--- config.mk ---
export PLATFORM = sky130hd
export DESIGN_NAME = position_read_arbiter
export DESIGN_NICKNAME = d
export VERILOG_FILES = /design/src/rtl/md_pos_pkg.sv /design/src/rtl/rr_arbiter_n.sv /design/src/rtl/position_read_arbiter.sv
export SDC_FILE = /design/constraint.sdc
export NUM_CORES = 1
export LEC_CHECK = 0
export CORE_MARGIN = 1.5
export CORE_UTILIZATION = 47
export CTS_BUF_LIST = sky130_fd_sc_hd__clkbuf_8
export DETAILED_ROUTE_END_ITERATION = 7
export PLACE_DENSITY = 0.88
export SLEW_MARGIN = 10
export SYNTH_ARGS = -nofsm -noshare
export SYNTH_HDL_FRONTEND = slang
export SYNTH_SLANG_ARGS = --single-unit
export TNS_END_PERCENT = 50
--- constraint.sdc ---
create_clock -name clk -period 9.2 [get_ports clk]
set_clock_uncertainty 0.1 [all_clocks]
set_input_delay 2.76 -clock clk [delete_from_list [all_inputs] [get_ports clk]]
set_output_delay 2.76 -clock clk [all_outputs]
set_load 0.1 [all_outputs]
--- src/rtl/md_pos_pkg.sv ---
// Shared position-cache definitions: widths, the x/y/z position word and a
// constant-friendly ceil(log2) helper used for sizing ids and counters.
package md_pos_pkg;

  localparam int POS_ADDR_W = 10;
  localparam int POS_DATA_W = 96;

  typedef struct packed {
    logic [31:0] z;
    logic [31:0] y;
    logic [31:0] x;
  } pos_word_t;

  function automatic int clog2(input int value);
    int result;
    int v;
    result = 0;
    v = value - 1;
    while (v > 0) begin
      result++;
      v = v >> 1;
    end
    return result;
  endfunction

endpackage

--- src/rtl/rr_arbiter_n.sv ---
// Round-robin arbiter: combinational one-hot grant searched upward from the
// last winner, plus the registered last-winner pointer.
module rr_arbiter_n
  import md_pos_pkg::*;
#(
  parameter int N = 4
) (
  input  logic         clk,
  input  logic         reset_n,
  input  logic [N-1:0] req,
  input  logic         advance,
  output logic [N-1:0] grant
);

  localparam int PW = clog2(N);

  logic [PW-1:0] ptr;
  logic [PW-1:0] sel;
  logic [PW-1:0] grant_idx;
  logic          found;

  // off runs 1..N so the previous winner is visited last.
  always_comb begin
    grant     = '0;
    grant_idx = ptr;
    found     = 1'b0;
    sel       = '0;
    for (int off = 1; off <= N; off++) begin
      sel = PW'((int'(ptr) + off) % N);
      if (!found && req[sel]) begin
        grant[sel] = 1'b1;
        grant_idx  = sel;
        found      = 1'b1;
      end
    end
  end

  always_ff @(posedge clk or negedge reset_n) begin
    if (!reset_n) begin
      ptr <= PW'(N - 1);
    end else if (advance && found) begin
      ptr <= grant_idx;
    end
  end

endmodule

--- src/rtl/position_read_arbiter.sv ---
// Shares the position cache read port among N_REQ requesters, issues the
// winning read one cycle later and routes the returned word back to its owner.
module position_read_arbiter
  import md_pos_pkg::*;
#(
  parameter int N_REQ      = 4,
  parameter int ADDR_W     = POS_ADDR_W,
  parameter int DATA_W     = POS_DATA_W,
  parameter int RD_LATENCY = 2
) (
  input  logic                    clk,
  input  logic                    reset_n,
  input  logic                    enable,
  input  logic [N_REQ-1:0]        req_valid,
  input  logic [N_REQ*ADDR_W-1:0] req_addr,
  output logic [N_REQ-1:0]        req_ready,
  output logic                    mem_rd_en,
  output logic [ADDR_W-1:0]       mem_rd_addr,
  input  logic [DATA_W-1:0]       mem_rd_data,
  output logic [N_REQ-1:0]        resp_valid,
  output logic [DATA_W-1:0]       resp_data,
  output logic                    in_flight,
  output logic [15:0]             reads_issued
);

  localparam int ID_W  = clog2(N_REQ);
  localparam int CNT_W = clog2(RD_LATENCY + 3);

  // Handshake: a read transfers when req_valid[i] & req_ready[i] are both high
  // in the same cycle; the requester holds req_valid/req_addr until then, and
  // responses are strobed on resp_valid with no back-pressure.

  logic [N_REQ-1:0]  req_masked;
  logic              accept;
  logic [ID_W-1:0]   grant_id;
  logic [ADDR_W-1:0] grant_addr;
  logic [ID_W-1:0]   issue_id;
  logic              trk_valid [RD_LATENCY];
  logic [ID_W-1:0]   trk_id    [RD_LATENCY];
  logic [CNT_W-1:0]  count;
  logic [CNT_W-1:0]  count_next;

  assign req_masked = enable ? req_valid : '0;
  assign accept     = |req_ready;

  rr_arbiter_n #(.N(N_REQ)) u_arb (
    .clk     (clk),
    .reset_n (reset_n),
    .req     (req_masked),
    .advance (accept),
    .grant   (req_ready)
  );

  always_comb begin
    grant_id   = '0;
    grant_addr = '0;
    for (int i = 0; i < N_REQ; i++) begin
      if (req_ready[i]) begin
        grant_id   = ID_W'(i);
        grant_addr = req_addr[i*ADDR_W +: ADDR_W];
      end
    end
  end

  always_ff @(posedge clk or negedge reset_n) begin
    if (!reset_n) begin
      mem_rd_en   <= 1'b0;
      mem_rd_addr <= '0;
      issue_id    <= '0;
    end else begin
      mem_rd_en <= accept;
      if (accept) begin
        mem_rd_addr <= grant_addr;
        issue_id    <= grant_id;
      end
    end
  end

  // Stage j holds the read whose strobe was j+1 cycles ago, so the last stage
  // lines up with mem_rd_data being valid.
  always_ff @(posedge clk or negedge reset_n) begin
    if (!reset_n) begin
      for (int j = 0; j < RD_LATENCY; j++) begin
        trk_valid[j] <= 1'b0;
        trk_id[j]    <= '0;
      end
    end else begin
      trk_valid[0] <= mem_rd_en;
      trk_id[0]    <= issue_id;
      for (int j = 1; j < RD_LATENCY; j++) begin
        trk_valid[j] <= trk_valid[j-1];
        trk_id[j]    <= trk_id[j-1];
      end
    end
  end

  always_ff @(posedge clk or negedge reset_n) begin
    if (!reset_n) begin
      resp_valid <= '0;
      resp_data  <= '0;
    end else if (trk_valid[RD_LATENCY-1]) begin
      resp_valid <= N_REQ'(1) << trk_id[RD_LATENCY-1];
      resp_data  <= mem_rd_data;
    end else begin
      resp_valid <= '0;
    end
  end

  always_comb begin
    count_next = count;
    if (accept)      count_next = count_next + CNT_W'(1);
    if (|resp_valid) count_next = count_next - CNT_W'(1);
  end

  always_ff @(posedge clk or negedge reset_n) begin
    if (!reset_n) begin
      count        <= '0;
      in_flight    <= 1'b0;
      reads_issued <= '0;
    end else begin
      count        <= count_next;
      in_flight    <= (count_next != '0);
      reads_issued <= reads_issued + 16'(accept);
    end
  end

endmodule
; Word level (Yosys, flattened, before mapping)
; Index checks and enable logic that the tools add are counted.
[word_totals]
regBits = 141
latchBits = 0
ramBits = 0
romBits = 0
input_bits = 143
out_inout_bits = 132
elab_cells = 87
mem_count = 0
[classes]
add_sub_neg = 7
multipliers = 0
n_div = 0
order_cmp = 8
n_eq_ne = 0
n_shift = 1
mux = 39
n_bitwise = 3
reduce_logical = 16
[op_table]
columns = op, n
row1 = $mux 10, 4
row2 = $mux 4, 6
row3 = $add 16x1->16, 1
row4 = $mux 1, 13
row5 = $lt 2x3->1 const B, 4
row6 = $mux 2, 6
row7 = $or 4x4->4, 3
row8 = $bmux 1 s2, 4
row9 = $demux 1 s2, 4
row10 = $ge 2x1->1 const B, 4
row11 = $logic_and 1x1->1, 8
row12 = $reduce_or 4->1, 2
row13 = $mux 3, 2
row14 = $add 2x1->2 const B, 2
row15 = $add 2x2->2 const B, 2
row16 = $reduce_bool 4->1, 1
row17 = $shl 1x2->4 const A, 1
row18 = $add 3x1->3 const B, 1
row19 = $logic_not 1->1, 3
row20 = $reduce_bool 3->1, 1
row21 = $sub 3x1->3 const B, 1
row22 = $reduce_and 2->1, 1

; Longest topological paths before layout
[logic_depth]
ltp_word = 18
depth_mapped = 17
ltp_nobuf = 15

; Hierarchy
; Synthesis repeated with hierarchy kept, for this count alone.
[hier_totals]
cells_unflattened = 416
area_unflattened_um2 = 5944.5
[by_module_without_submodules]
columns = mod, instances, cells_per_inst, area_per_inst_um2
row1 = position_read_arbiter, 1, 365, 5464.0
row2 = rr_arbiter_n, 1, 51, 480.5

; Least setup slack after synthesis
; No wires, ideal clock.
[synth_timing]
path_kind = input to output
startpoint = input port req_valid[1]
endpoint = output port req_ready[0]
t_arrival_ns = 4.335
required_time_ns = 6.340
setup_slack_ns = 2.005
path_stages = 5
path_buffers = 1
cell_sequence = or4b_1 -> a21oi_1 -> o21ai_0 -> nand4_2 -> buf_2
[synth_between]
elab_chain_len = 13
[synth_lines]
columns = item, line_no
row1 = "start, declared", position_read_arbiter.sv:14  ; input logic [N_REQ-1:0] req_valid,
row2 = $mux 4 *, position_read_arbiter.sv:43  ; assign req_masked = enable ? req_valid : '0;
row3 = $bmux 1 s2, rr_arbiter_n.sv:30  ; if (!found && req[sel]) begin
row4 = $mux 1 (not written as such), rr_arbiter_n.sv:30
row5 = $mux 1, rr_arbiter_n.sv:30
row6 = $logic_not 1->1, rr_arbiter_n.sv:30
row7 = $logic_and 1x1->1, rr_arbiter_n.sv:30
row8 = $mux 1, rr_arbiter_n.sv:30
row9 = $logic_not 1->1, rr_arbiter_n.sv:30
row10 = $logic_and 1x1->1, rr_arbiter_n.sv:30
row11 = $mux 1, rr_arbiter_n.sv:30
row12 = $logic_not 1->1, rr_arbiter_n.sv:30
row13 = $logic_and 1x1->1, rr_arbiter_n.sv:30
row14 = $mux 4 *, rr_arbiter_n.sv:30
row15 = "end, declared", position_read_arbiter.sv:16  ; output logic [N_REQ-1:0] req_ready,
; Every way passes the cells marked *; elsewhere a longest branch is shown, timed or not. The select of a mux whose other input is x is not followed.

; Worst setup path after layout
[layout_timing]
startpoint = input port enable
endpoint = output port req_ready[2]
[layout_between]
elab_chain_len = 13
[layout_lines]
columns = item, line_no
row1 = "start, declared", position_read_arbiter.sv:13  ; input logic enable,
row2 = $mux 4 *, position_read_arbiter.sv:43
row3 = $bmux 1 s2, rr_arbiter_n.sv:30
row4 = $mux 1 (not written as such), rr_arbiter_n.sv:30
row5 = $mux 1, rr_arbiter_n.sv:30
row6 = $logic_not 1->1, rr_arbiter_n.sv:30
row7 = $logic_and 1x1->1, rr_arbiter_n.sv:30
row8 = $mux 1, rr_arbiter_n.sv:30
row9 = $logic_not 1->1, rr_arbiter_n.sv:30
row10 = $logic_and 1x1->1, rr_arbiter_n.sv:30
row11 = $mux 1, rr_arbiter_n.sv:30
row12 = $logic_not 1->1, rr_arbiter_n.sv:30
row13 = $logic_and 1x1->1, rr_arbiter_n.sv:30
row14 = $mux 4 *, rr_arbiter_n.sv:30
; Marked as above.

==> impl_table.tex <==
\begin{tabular}{lr}
\hline
Metric & Value \\
\hline
\multicolumn{2}{l}{\textbf{Status}} \\
Outcome & complete, no violations \\
\multicolumn{2}{l}{\textbf{Floorplanning}} \\
Number of placed I/O pins & approximately 280 \\
Die height & 118 um \\
Total Die Area & approximately 14000 sq um \\
Rows & 42 \\
Core area & about 13000 sq um \\
Die X & 118 um \\
Starting density of the core & 0.477 \\
\multicolumn{2}{l}{\textbf{Setup path}} \\
Critical Path Fanout Max & 13 \\
Reg2Reg Launch Point & u\_arb.ptr[0] \\
Internal reg-to-reg setup slack & around 4300 ps \\
Crit path required time & about 6300 ps \\
Setup crit start & enable \\
End of the worst register-to-register path & in\_flight \\
Type of the setup path with the least slack & in -> out \\
Worst R2R Path Depth & 14 \\
Startpoint class of the critical path & primary input \\
Termination of the worst setup path & req\_ready[2] \\
Worst Setup End Kind & primary output \\
Data arrival time of the worst path & 5530 ps \\
\multicolumn{2}{l}{\textbf{Clock tree}} \\
Buffer depth of the longest clock path & 2 \\
Number of buffers inserted to repair setup after CTS & 0 \\
\# H-tree levels & 4 \\
Root buffer cell & clkbuf\_8 \\
CTS tree & built \\
Post\_cts resized & 0 \\
Number of sinks handled by clock tree synthesis & roughly 140 \\
Clock slew at the register clock pins of the worst setup and hold paths & $\sim$80 ps \\
CTS Buf Count & 17 \\
Clock latency on the worst-skew pair & around 440 ps \\
Number of buffers inserted for hold repair after clock tree synthesis & 0 \\
\multicolumn{2}{l}{\textbf{Drt}} \\
Count of unresolved DRC violations after routing & 0 \\
Count of TritonRoute iterations in the first routing pass & 5 \\
DR WL/cell & 20.0 um \\
Antenna Nets Post-Route & 0 \\
Total Wirelength & about 19000 um \\
Routed via count & 4935 \\
Starting DRC count in detailed routing & around 230 \\
Detail-routed via count per cell & roughly 5.3 \\
\multicolumn{2}{l}{\textbf{Global routing}} \\
Via count of the first global-routing pass & 5222 \\
Residual overflow from global routing & 0 \\
Number of antenna violations at the first check in global routing & 0 \\
Overall routing resource usage & 0.272 \\
Wire length of the first global-routing pass & between 20000 and 30000 um \\
Maximum number of pins on one net before global-route repair & between 100 and 150 \\
\multicolumn{2}{l}{\textbf{Cells and area}} \\
Layout overhead on the synthesized area & 53.0\% \\
Total number of nets in the final design & just under 900 \\
Fraction of layout cells with a size suffix above 1 & 0.208 \\
Number of diodes & 0 \\
Final Instance Area & 9590 sq um \\
Count of fill cells added during filler insertion & between 800 and 900 \\
\multicolumn{2}{l}{\textbf{Synth}} \\
Distinct cell type count of the synthesized netlist & 51 \\
Syn nets & around 620 \\
Number of warning messages in the yosys log & 0 \\
FFs w/ async S/R, synth & 1.00 \\
Number of enable flip-flop cells after synthesis & 0 \\
Most common flop cell mapped by yosys & dfrtp\_1 \\
Synth Register Bits & between 100 and 150 \\
Number of instances in the synthesized netlist & approximately 460 \\
Syn Area/Cell & 13.5 sq um \\
Mapped cell area & 6270 sq um \\
Sequential fraction of the synthesis area & 0.563 \\
\multicolumn{2}{l}{\textbf{Min path}} \\
Hold crit path type & reg -> reg \\
\multicolumn{2}{l}{\textbf{STA}} \\
Minimum clock period after layout & about 8400 ps \\
Final worst path period share & 0.912 \\
Endpoints failing setup & 0 \\
Slew headroom & 0.182 \\
Slew at the pin closest to its max-slew limit & 1230 ps \\
Number of max-slew violations in the final report & 0 \\
Setup repair after global routing missed its margin & false \\
Total negative slack for setup checks & 0 ps \\
Setup slack after layout & $\sim$810 ps \\
Max Fclk & 119 MHz \\
Final hold violations & 0 \\
\multicolumn{2}{l}{\textbf{Place}} \\
Worst setup slack after placement & slightly above 800 ps \\
Placer congestion estimate & roughly 0.90 \\
Placed wire-length estimate & between 10000 and 15000 um \\
Number of input and output port buffers inserted & between 200 and 300 \\
Total placed instance area & 9150 sq um \\
\multicolumn{2}{l}{\textbf{Job}} \\
Reported max-cap violation count & 0 \\
\hline
\end{tabular}
sequential cells by signal (all words and copies together) (netlist names):
name,count
in_flight,1
mem_rd_addr,10
reads_issued,16
trk_id,4
trk_valid,2
u_arb.ptr,2
resp_data,96
count,3
resp_valid,4
mem_rd_en,1
issue_id,2
layout make-up:
class / instances / area, sq um / area share
sequential: 141 / 3530 / 0.369
tap: 176 / 220 / 0.0230
inverter: 11 / 41.3 / 0.00431
timing repair buffer: 277 / 2760 / 0.288
clock inverter: 13 / 174 / 0.0181
multi-input combinational: 289 / 2600 / 0.271
clock buffer: 19 / 262 / 0.0273
worst min path at each step:
stage                 startpoint      endpoint  slack, ps  cells past startpoint
finish                 trk_id[2]     trk_id[0]        250                      0
global route           trk_id[3]     trk_id[1]        260                      0
CTS                    trk_id[3]     trk_id[1]        250                      0
detailed placement     trk_id[3]     trk_id[1]        240                      0
global placement    trk_valid[1]  trk_valid[0]        240                      0
floorplan              trk_id[2]     trk_id[0]        230                      0
synthesized netlist by cell type, drive strengths merged, types with 3 or more instances:
| cell | n | share of area |
|---|---|---|
| a21boi | 4 | 0.0048 |
| a221oi | 10 | 0.014 |
| and3 | 4 | 0.0040 |
| and3b | 4 | 0.0056 |
| buf | 3 | 0.0034 |
| clkbuf | 20 | 0.012 |
| dfrtp | 139 | 0.56 |
| ha | 11 | 0.022 |
| inv | 11 | 0.0066 |
| mux2 | 97 | 0.17 |
| mux2i | 18 | 0.029 |
| nand2 | 13 | 0.0078 |
| nand3 | 8 | 0.0064 |
| nand4 | 6 | 0.0070 |
| nor2 | 19 | 0.011 |
| nor3b | 4 | 0.0048 |
| nor4 | 3 | 0.010 |
| o2111a | 3 | 0.0054 |
| o2111ai | 3 | 0.0042 |
| o21ai | 7 | 0.0056 |
| o311ai | 3 | 0.0042 |
| o32ai | 11 | 0.015 |
| o41ai | 5 | 0.0070 |
| or2 | 10 | 0.010 |
| xnor2 | 17 | 0.024 |
| xor2 | 5 | 0.0070 |
placed cells by master, fill, tap and decap left out, types with 5 or more instances in the layout:
master,instances
clkbuf_8,19
clkdlybuf4s50_1,269
a221oi_1,10
nand3_1,8
dfrtp_1,138
inv_1,10
o32ai_1,11
or2_2,9
o21ai_0,7
ha_1,11
nand4_1,5
xor2_1,5
buf_4,7
mux2i_1,18
o41ai_1,5
nor2_1,19
nand2_1,13
mux2_2,97
xnor2_1,17
through the flow:
step           hold slack (ps)  utilization  std cells
3_5_place_dp               236        0.696        894
6_report                   246        0.730        926
5_1_grt                    260        0.730        926
3_3_place_gp               236        0.696        894
4_1_cts                    248        0.730        926
2_1_floorplan              231            -        464
worst max-delay path: stages:
cell             delay, ps
clkdlybuf4s50_1        720
or4b_1                 490
a21o_1                 190
a21boi_1               650
nor4_4                 180
inv_2                  210
buf_4                  320
kinds of logic after synthesis:
| kind of cell | share of synthesized area |
|---|---|
| buf+inv | 0.0220 |
| fa+ha+maj | 0.0220 |
| simple gates | 0.0839 |
| mux | 0.203 |
| flops | 0.563 |
| xor+xnor | 0.0343 |
| compound gates | 0.0713 |
metal layers:
metal,global-route usage,up-vias,share of wire
met2,0.488,160,0.54
met1,0.316,2504,0.38
met4,0.0964,0,0.018
li1,-,2249,-
met5,0,-,0
met3,0.0690,22,0.065
Power is not shown: default switching activity piles up to over one toggle a cycle in this logic, so the estimate is an artifact.
